### config.mk
export PLATFORM = sky130hd
export DESIGN_NAME = pc_sequencer
export DESIGN_NICKNAME = d
export VERILOG_FILES = /design/src/rtl/pc_sequencer.sv
export SDC_FILE = /design/constraint.sdc
export NUM_CORES = 1
export LEC_CHECK = 0
export CAP_MARGIN = 15
export CORE_MARGIN = 2
export CORE_UTILIZATION = 48
export CTS_BUF_LIST = sky130_fd_sc_hd__clkbuf_8
export CTS_CLUSTER_SIZE = 28
export DETAILED_ROUTE_END_ITERATION = 8
export PLACE_DENSITY = 0.78
export SYNTH_ARGS = -nofsm -noshare
export SYNTH_HDL_FRONTEND = slang
export SYNTH_SLANG_ARGS = --single-unit
### constraint.sdc
create_clock -name clk -period 1.95 [get_ports clk]
set_input_delay 0.195 -clock clk [delete_from_list [all_inputs] [get_ports clk]]
set_output_delay 0.195 -clock clk [all_outputs]
set_load 0.005 [all_outputs]
### src/rtl/pc_sequencer.sv
// Multicycle fetch/wait/decode/execute controller driving the PC control inputs
// and IR load. All outputs are registered; the EXEC decision shows up on the outputs one cycle later.
module pc_sequencer #(
  parameter int AW       = 8,
  parameter int MAX_WAIT = 15,
  parameter int CNT_W    = 16
) (
  input  logic             clk,
  input  logic             rst,
  input  logic             start,
  input  logic             stall,
  input  logic             mem_ready,
  input  logic             op_jump,
  input  logic             op_branch,
  input  logic             op_halt,
  input  logic [AW-1:0]    target,
  input  logic             cond_flag,
  input  logic             resume,
  output logic             mem_req,
  output logic             ir_load,
  output logic             pc_stop,
  output logic             pc_wr,
  output logic             if_ban,
  output logic [AW-1:0]    jump,
  output logic             halted,
  output logic             fault,
  output logic [CNT_W-1:0] retired
);

  typedef enum logic [2:0] {
    S_IDLE, S_FETCH, S_WAIT, S_DECODE, S_EXEC, S_HALT, S_FAULT
  } state_t;

  typedef enum logic [1:0] {OP_SEQ, OP_BRANCH, OP_JUMP, OP_HALT} op_t;

  state_t           state_reg, state_next;
  logic [7:0]       wait_cnt_reg, wait_cnt_next;
  op_t              op_reg, op_next;
  logic [AW-1:0]    target_reg, target_next;
  logic             mem_req_reg, mem_req_next;
  logic             ir_load_reg, ir_load_next;
  logic             pc_stop_reg, pc_stop_next;
  logic             pc_wr_reg, pc_wr_next;
  logic             if_ban_reg, if_ban_next;
  logic [AW-1:0]    jump_reg, jump_next;
  logic             halted_reg, halted_next;
  logic             fault_reg, fault_next;
  logic [CNT_W-1:0] retired_reg, retired_next;
  logic             stalled;

  always_ff @(posedge clk or negedge rst) begin
    if (!rst) begin
      state_reg    <= S_IDLE;
      wait_cnt_reg <= '0;
      op_reg       <= OP_SEQ;
      target_reg   <= '0;
      mem_req_reg  <= 1'b0;
      ir_load_reg  <= 1'b0;
      pc_stop_reg  <= 1'b1;
      pc_wr_reg    <= 1'b0;
      if_ban_reg   <= 1'b0;
      jump_reg     <= '0;
      halted_reg   <= 1'b0;
      fault_reg    <= 1'b0;
      retired_reg  <= '0;
    end else begin
      state_reg    <= state_next;
      wait_cnt_reg <= wait_cnt_next;
      op_reg       <= op_next;
      target_reg   <= target_next;
      mem_req_reg  <= mem_req_next;
      ir_load_reg  <= ir_load_next;
      pc_stop_reg  <= pc_stop_next;
      pc_wr_reg    <= pc_wr_next;
      if_ban_reg   <= if_ban_next;
      jump_reg     <= jump_next;
      halted_reg   <= halted_next;
      fault_reg    <= fault_next;
      retired_reg  <= retired_next;
    end
  end

  // Stall only freezes the active instruction cycle, never IDLE/HALT/FAULT.
  assign stalled = stall && (state_reg == S_FETCH || state_reg == S_WAIT ||
                             state_reg == S_DECODE || state_reg == S_EXEC);

  always_comb begin
    state_next    = state_reg;
    wait_cnt_next = wait_cnt_reg;
    op_next       = op_reg;
    target_next   = target_reg;
    mem_req_next  = 1'b0;
    ir_load_next  = 1'b0;
    pc_stop_next  = 1'b1;
    pc_wr_next    = 1'b0;
    if_ban_next   = 1'b0;
    jump_next     = jump_reg;
    retired_next  = retired_reg;

    if (!stalled) begin
      case (state_reg)
        S_IDLE: begin
          if (start) state_next = S_FETCH;
        end
        S_FETCH: begin
          wait_cnt_next = '0;
          state_next    = S_WAIT;
        end
        S_WAIT: begin
          if (mem_ready) begin
            state_next   = S_DECODE;
            ir_load_next = 1'b1;
          end else begin
            wait_cnt_next = wait_cnt_reg + 8'd1;
            if (wait_cnt_reg == 8'(MAX_WAIT - 1)) state_next = S_FAULT;
          end
        end
        S_DECODE: begin
          if (op_halt)        op_next = OP_HALT;
          else if (op_jump)   op_next = OP_JUMP;
          else if (op_branch) op_next = OP_BRANCH;
          else                op_next = OP_SEQ;
          target_next = target;
          state_next  = S_EXEC;
        end
        S_EXEC: begin
          if (op_reg == OP_HALT) begin
            state_next = S_HALT;
          end else begin
            state_next   = S_FETCH;
            pc_stop_next = 1'b0;
            retired_next = retired_reg + CNT_W'(1);
            if (op_reg == OP_JUMP) begin
              pc_wr_next = 1'b1;
              jump_next  = target_reg;
            end else if (op_reg == OP_BRANCH && cond_flag) begin
              if_ban_next = 1'b1;
              jump_next   = target_reg;
            end
          end
        end
        S_HALT: begin
          if (resume) state_next = S_FETCH;
        end
        S_FAULT: ;
        default: state_next = S_IDLE;
      endcase
      mem_req_next = (state_next == S_FETCH) || (state_next == S_WAIT);
    end else begin
      mem_req_next = mem_req_reg;
    end

    halted_next = (state_next == S_HALT);
    fault_next  = (state_next == S_FAULT);
  end

  assign mem_req = mem_req_reg;
  assign ir_load = ir_load_reg;
  assign pc_stop = pc_stop_reg;
  assign pc_wr   = pc_wr_reg;
  assign if_ban  = if_ban_reg;
  assign jump    = jump_reg;
  assign halted  = halted_reg;
  assign fault   = fault_reg;
  assign retired = retired_reg;

endmodule

# Word level (Yosys, flattened, before mapping)
# Cells that the tools add are included.
dict set report word_totals {
  ram_bits 0
  latch_bits 0
  input_bits 18
  register_bits 52
  output_inout_bits 31
  romBits 0
  word_cells 75
  memories 0
}
dict set report classes {
  addsub 2
  multipliers 0
  n_mux 30
  div 0
  shift 0
  n_bitwise 2
  n_eq_ne 15
  n_lt_le_gt_ge 0
  n_reduce_logical 13
}
# operator n
set op_table {}
lappend op_table {{8-bit two-way mux} 3}
lappend op_table {{3-bit two-way mux} 7}
lappend op_table {{3-bit case mux with 7 select lines} 1}
lappend op_table {{16-bit by 1-bit adder with 16-bit output (second input constant)} 1}
lappend op_table {{1-bit two-way mux} 16}
lappend op_table {{8-bit case mux with 2 select lines} 1}
lappend op_table {{3-bit equality test (second input constant)} 5}
lappend op_table {{3-bit by 2-bit equality test with 1-bit output (second input constant)} 3}
lappend op_table {{8-bit by 1-bit adder with 8-bit output (second input constant)} 1}
lappend op_table {{8-bit by 4-bit equality test with 1-bit output (second input constant)} 1}
lappend op_table {{3-bit by 1-bit equality test with 1-bit output (second input constant)} 2}
lappend op_table {{3-bit AND reduction} 2}
lappend op_table {{2-bit equality test (second input constant)} 2}
lappend op_table {{1-bit logical OR} 4}
lappend op_table {{2-bit two-way mux} 2}
lappend op_table {{4-bit AND reduction} 1}
lappend op_table {{2-bit nonzero test} 2}
lappend op_table {{3-bit zero test} 1}
lappend op_table {{2-bit by 1-bit equality test with 1-bit output (second input constant)} 1}
lappend op_table {{1-bit logical AND} 2}
lappend op_table {{2-bit != test (second input constant)} 1}
lappend op_table {{1-bit inverter} 2}
lappend op_table {{2-bit AND reduction} 1}

# Logic depth before layout (Yosys ltp)
dict set report logic_depth {
  ltp_word 8
  ltp_mapped 7
  mapped_depth_nobuf 6
}

# Least setup slack after synthesis
# Ideal clock, no wire load.
dict set report synth_path {
  kind {reg-to-reg}
  start {register state_reg[1]}
  end {register retired_reg[15] (netlist: retired[15])}
  setup_time_ps 123
  stages_incl_launch_ff 7
  required_time_ps 1827
  n_path_buf 2
  path_slack_ps 50
  arrival_time_ps 1777
  cell_sequence {dfrtp_1 -> buf_6 -> or4b_4 -> buf_6 -> nor4b_4 -> nand4_1 -> xnor2_1}
}
dict set report synth_between {
  elab_chain_cells 7
  elab_cells_between_ends 10
  classes_between {eq/ne: 4; bitwise: 1; reduce/logical: 5}
}
# item line_no
set synth_rtl {}
lappend synth_rtl {{start: declaration} 36} ;# state_t state_reg, state_next;
lappend synth_rtl {{start signal: assignment} 67} ;# state_reg <= state_next;
lappend synth_rtl {{3-bit by 1-bit equality test with 1-bit output or 3-bit by 2-bit equality test with 1-bit output (tied branches)} 84} ;# assign stalled = stall && (state_reg == S_FETCH || state_reg == S_WAIT ||
lappend synth_rtl {{1-bit logical OR (2 in a row)} 84}
lappend synth_rtl {{1-bit logical OR} 85} ;# state_reg == S_DECODE || state_reg == S_EXEC);
lappend synth_rtl {{1-bit logical AND} 84}
lappend synth_rtl {{1-bit inverter (no source line)} --}
lappend synth_rtl {{3-bit AND reduction (no source line) (*)} --}
lappend synth_rtl {{end signal: assignment} 79} ;# retired_reg <= retired_next;
lappend synth_rtl {{end: declaration} 48} ;# logic [CNT_W-1:0] retired_reg, retired_next;
# Every way passes the cells marked *; elsewhere a longest branch is shown, timed or not.
# A chain may end at the register's enable or synchronous reset.

# Worst setup path in the final report
dict set report layout_path {
  start {register state_reg[0]}
  end {register retired_reg[12] (netlist: retired[12])}
}
# The elaborated chain is that of the path after synthesis.

==> impl_results.md <==
* Core area at 4820 µm²
* Critical path launch point: state_reg[0]
* Bufs on Longest Clock Path at 2
* Setup TNS at 0 ns
* Tmin final at 1.85 ns
* Worst hold margin at 0.384 ns
* Reg2Reg Depth at 4
* Crit share post-route at 94.7%
* Drt wl/cell at 14.3 µm
* Most used DFF post-synth: dfrtp_1
* Initial core utilization at 50.8%
* Filler cell count at 407
* Final hold vios at 0
* Mapped Cells at 214
* CTS sink count at 52
* Drt drc at 0
* Final instance area at 3210 µm²
* Sequential element share of the synthesized area at 53.2%
* Synth top area cells: dfrtp_1 (52%), mux2_2 (7.4%), xnor2_1 (4.7%), xor2_1 (2.9%), nor2_1 (2.6%)
* Avg Inst Size Synth at 11.4 µm²
* Distinct cells, synth at 46
* Num rows at 25
* Post-synth EDFFs at 0
* Reg-to-reg startpoint: state_reg[0]
* Vias per cell at 5.29
* Leak pwr at 1.41 nW
* Max reg flops at 16
* Die width at 75.4 µm
* GRT Util Overall at 19.8%
* Num CTS Buffers at 5
* Number of synthesized register bits at 52
* Startpoint types: register
* Diodes inserted at 0
* IO Pins at 49
* Max-slew violation count at 0
* GR Overflow Total at 0
* Crit path capture type: register
* Peak VDD IR at 0.592 mV
* Hold Path Class: input pin to async pin
* Routed Antenna Nets at 0
* CTS tree: yes
* Setup Viol. Count Final at 0
* Vias in the first global route at 1761
* Port bufs at 48
* Tightest Pin Transition at 0.400 ns
* Setup Skew at 0.0120 ns
* FMAX at 0.541 GHz
* Crit-path max FO at 5
* GP Congestion at 0.867
* Synth Warn # at 0
* Critical path arrival at 2.04 ns
* Crit Path Class: register to register
* Status: complete, no violations
* Detailed Route WL at 4.92 mm
* Post-DP HPWL at 3.46 mm
* CTS H-tree depth at 2
* Clk_lat worst skew at 0.31 ns
* Initial antenna violation count at 0
* Largest area contributor in the netlist: dfrtp_1
* Placed cell areas at 3100 µm²
* CP required at 2.15 ns
* Relative slew slack at 73.2%
* Root Driver: clkbuf_8
* MaxCap Viol Count at 0
* 1st-pass router iterations at 4
* RSZ-0062 raised after global routing: yes
* Via Count at 1814
* Layout cells sized above 1 at 17.0%
* Final core occ at 66.5%
* Top-area cell type share of the netlist area at 52.2%
* FFs w/ async S/R, synth at 100%
* Die Area at 5680 µm²
* Die H at 75.4 µm
* # nets final at 296
* Number of DRC markers in iteration 0 at 111
* Area growth, synth to finish at 31.0%
* Netlist Area Pre-Place at 2450 µm²
* Pwr dens at 1040 nW/µm²
* CTS clk-pin slew, worst paths at 0.10 ns
* Syn Nets at 235
* Largest net degree at the start of global routing at 53
* Global-route wire length before repair at 8.34 mm
==> logic make-up (layout without fill, tap and decap cells) <==
| family | after synthesis | count (layout) | share of synthesized area (%) |
|---|---|---|---|
| XOR/XNOR | 21 | 21 | 7.52 |
| adder cells (fa/ha/maj) | 3 | 3 | 1.53 |
| buffers and inverters | 16 | 78 | 3.12 |
| AND/OR/NAND/NOR | 73 | 73 | 17.5 |
| AO/OA/AOI/OAI | 31 | 31 | 8.90 |
| flip-flops | 52 | 52 | 53.2 |
| multiplexers | 18 | 18 | 8.18 |
==> synth_stat cells (2+ instances only) <==
cell type	instances
dfrtp_1	51
nor2_1	17
mux2_2	16
nand2_1	16
xnor2_1	13
xor2_1	8
a21oi_1	6
nand3_1	6
nand4_1	6
nor2b_1	6
o21ai_0	6
clkbuf_1	5
inv_1	5
o2111ai_1	4
ha_1	3
nand2b_1	3
nor3b_1	3
o211ai_1	3
a22oi_1	2
and2_1	2
and3_1	2
buf_1	2
buf_6	2
mux2i_1	2
nand3b_1	2
nor4b_4	2
o22ai_1	2
==> metrics by stage <==
step,worst slack (ns),instances,power (mW)
2_1_floorplan,0.0499,214,2.27
3_3_place_gp,-0.123,334,2.69
3_5_place_dp,-0.152,334,2.73
4_1_cts,0.00684,343,3.35
5_1_grt,0.0107,343,3.56
6_report,0.103,343,3.32
==> path summary, 6_finish.rpt <==
path,slack (ns),to
min in group clk,0.49,target_reg[1]
worst max register to register,0.10,retired[12]
max in group asynchronous,1.27,pc_stop
worst min register to register,0.50,retired[15]
worst min-delay path,0.38,wait_cnt_reg[0]
worst max-delay path,0.10,retired[12]
==> layout make-up <==
class                   count  area (µm²)  area share, %
clock buffers               5        68.8           2.15
clock inverters             3        20.0          0.625
inverters                   6        22.5          0.703
multi-input cells         146        1070           33.5
flip-flops and latches     52        1300           40.6
well taps                  67        83.8           2.62
repair buffers             64         636           19.8
==> report_power, final <==
group          internal, mW  switching [mW]  total (mW)
clock                 0.251           0.364       0.615
combinational         0.651           0.537        1.19
sequential             1.33           0.186        1.52
==> per-layer routing <==
layer  track usage (%)  part of all wire [%]  wire length (µm)  up-vias
met5                 0                     0                 0        -
met1              26.8                    44              2190      890
met3              5.42                   4.6               225        9
li1                  -                     -                 -      872
met2              30.1                    49              2400       43
met4              8.38                   2.1               103        0
==> cell usage in the layout, fill, tap and decap left out, types with 4 or more instances in the layout <==
master and count:
dfrtp_1 51, clkdlybuf4s50_1 47, nor2_1 17, nand2_1 16, mux2_2 16, xnor2_1 13, buf_4 12, xor2_1 8
inv_1 6, nor2b_1 6, o21ai_0 6, a21oi_1 6, nand4_1 6, nand3_1 5, clkbuf_8 5, o2111ai_1 4
==> worst max-delay path, stage by stage, from the launching register on <==
cell	delay, ns
dfrtp_1	0.40
or4b_4	0.61
nor4b_4	0.40
nand4_1	0.17
xnor2_1	0.16
==> timing repair <==
item	in CTS	in global routing
gates resized for setup	0	1
endpoints found under the hold margin	51	0
setup buffers	0	0
hold buffers	1	0
setup endpoints to repair	0	6
Note: power is estimated with default switching activity, not from simulation.
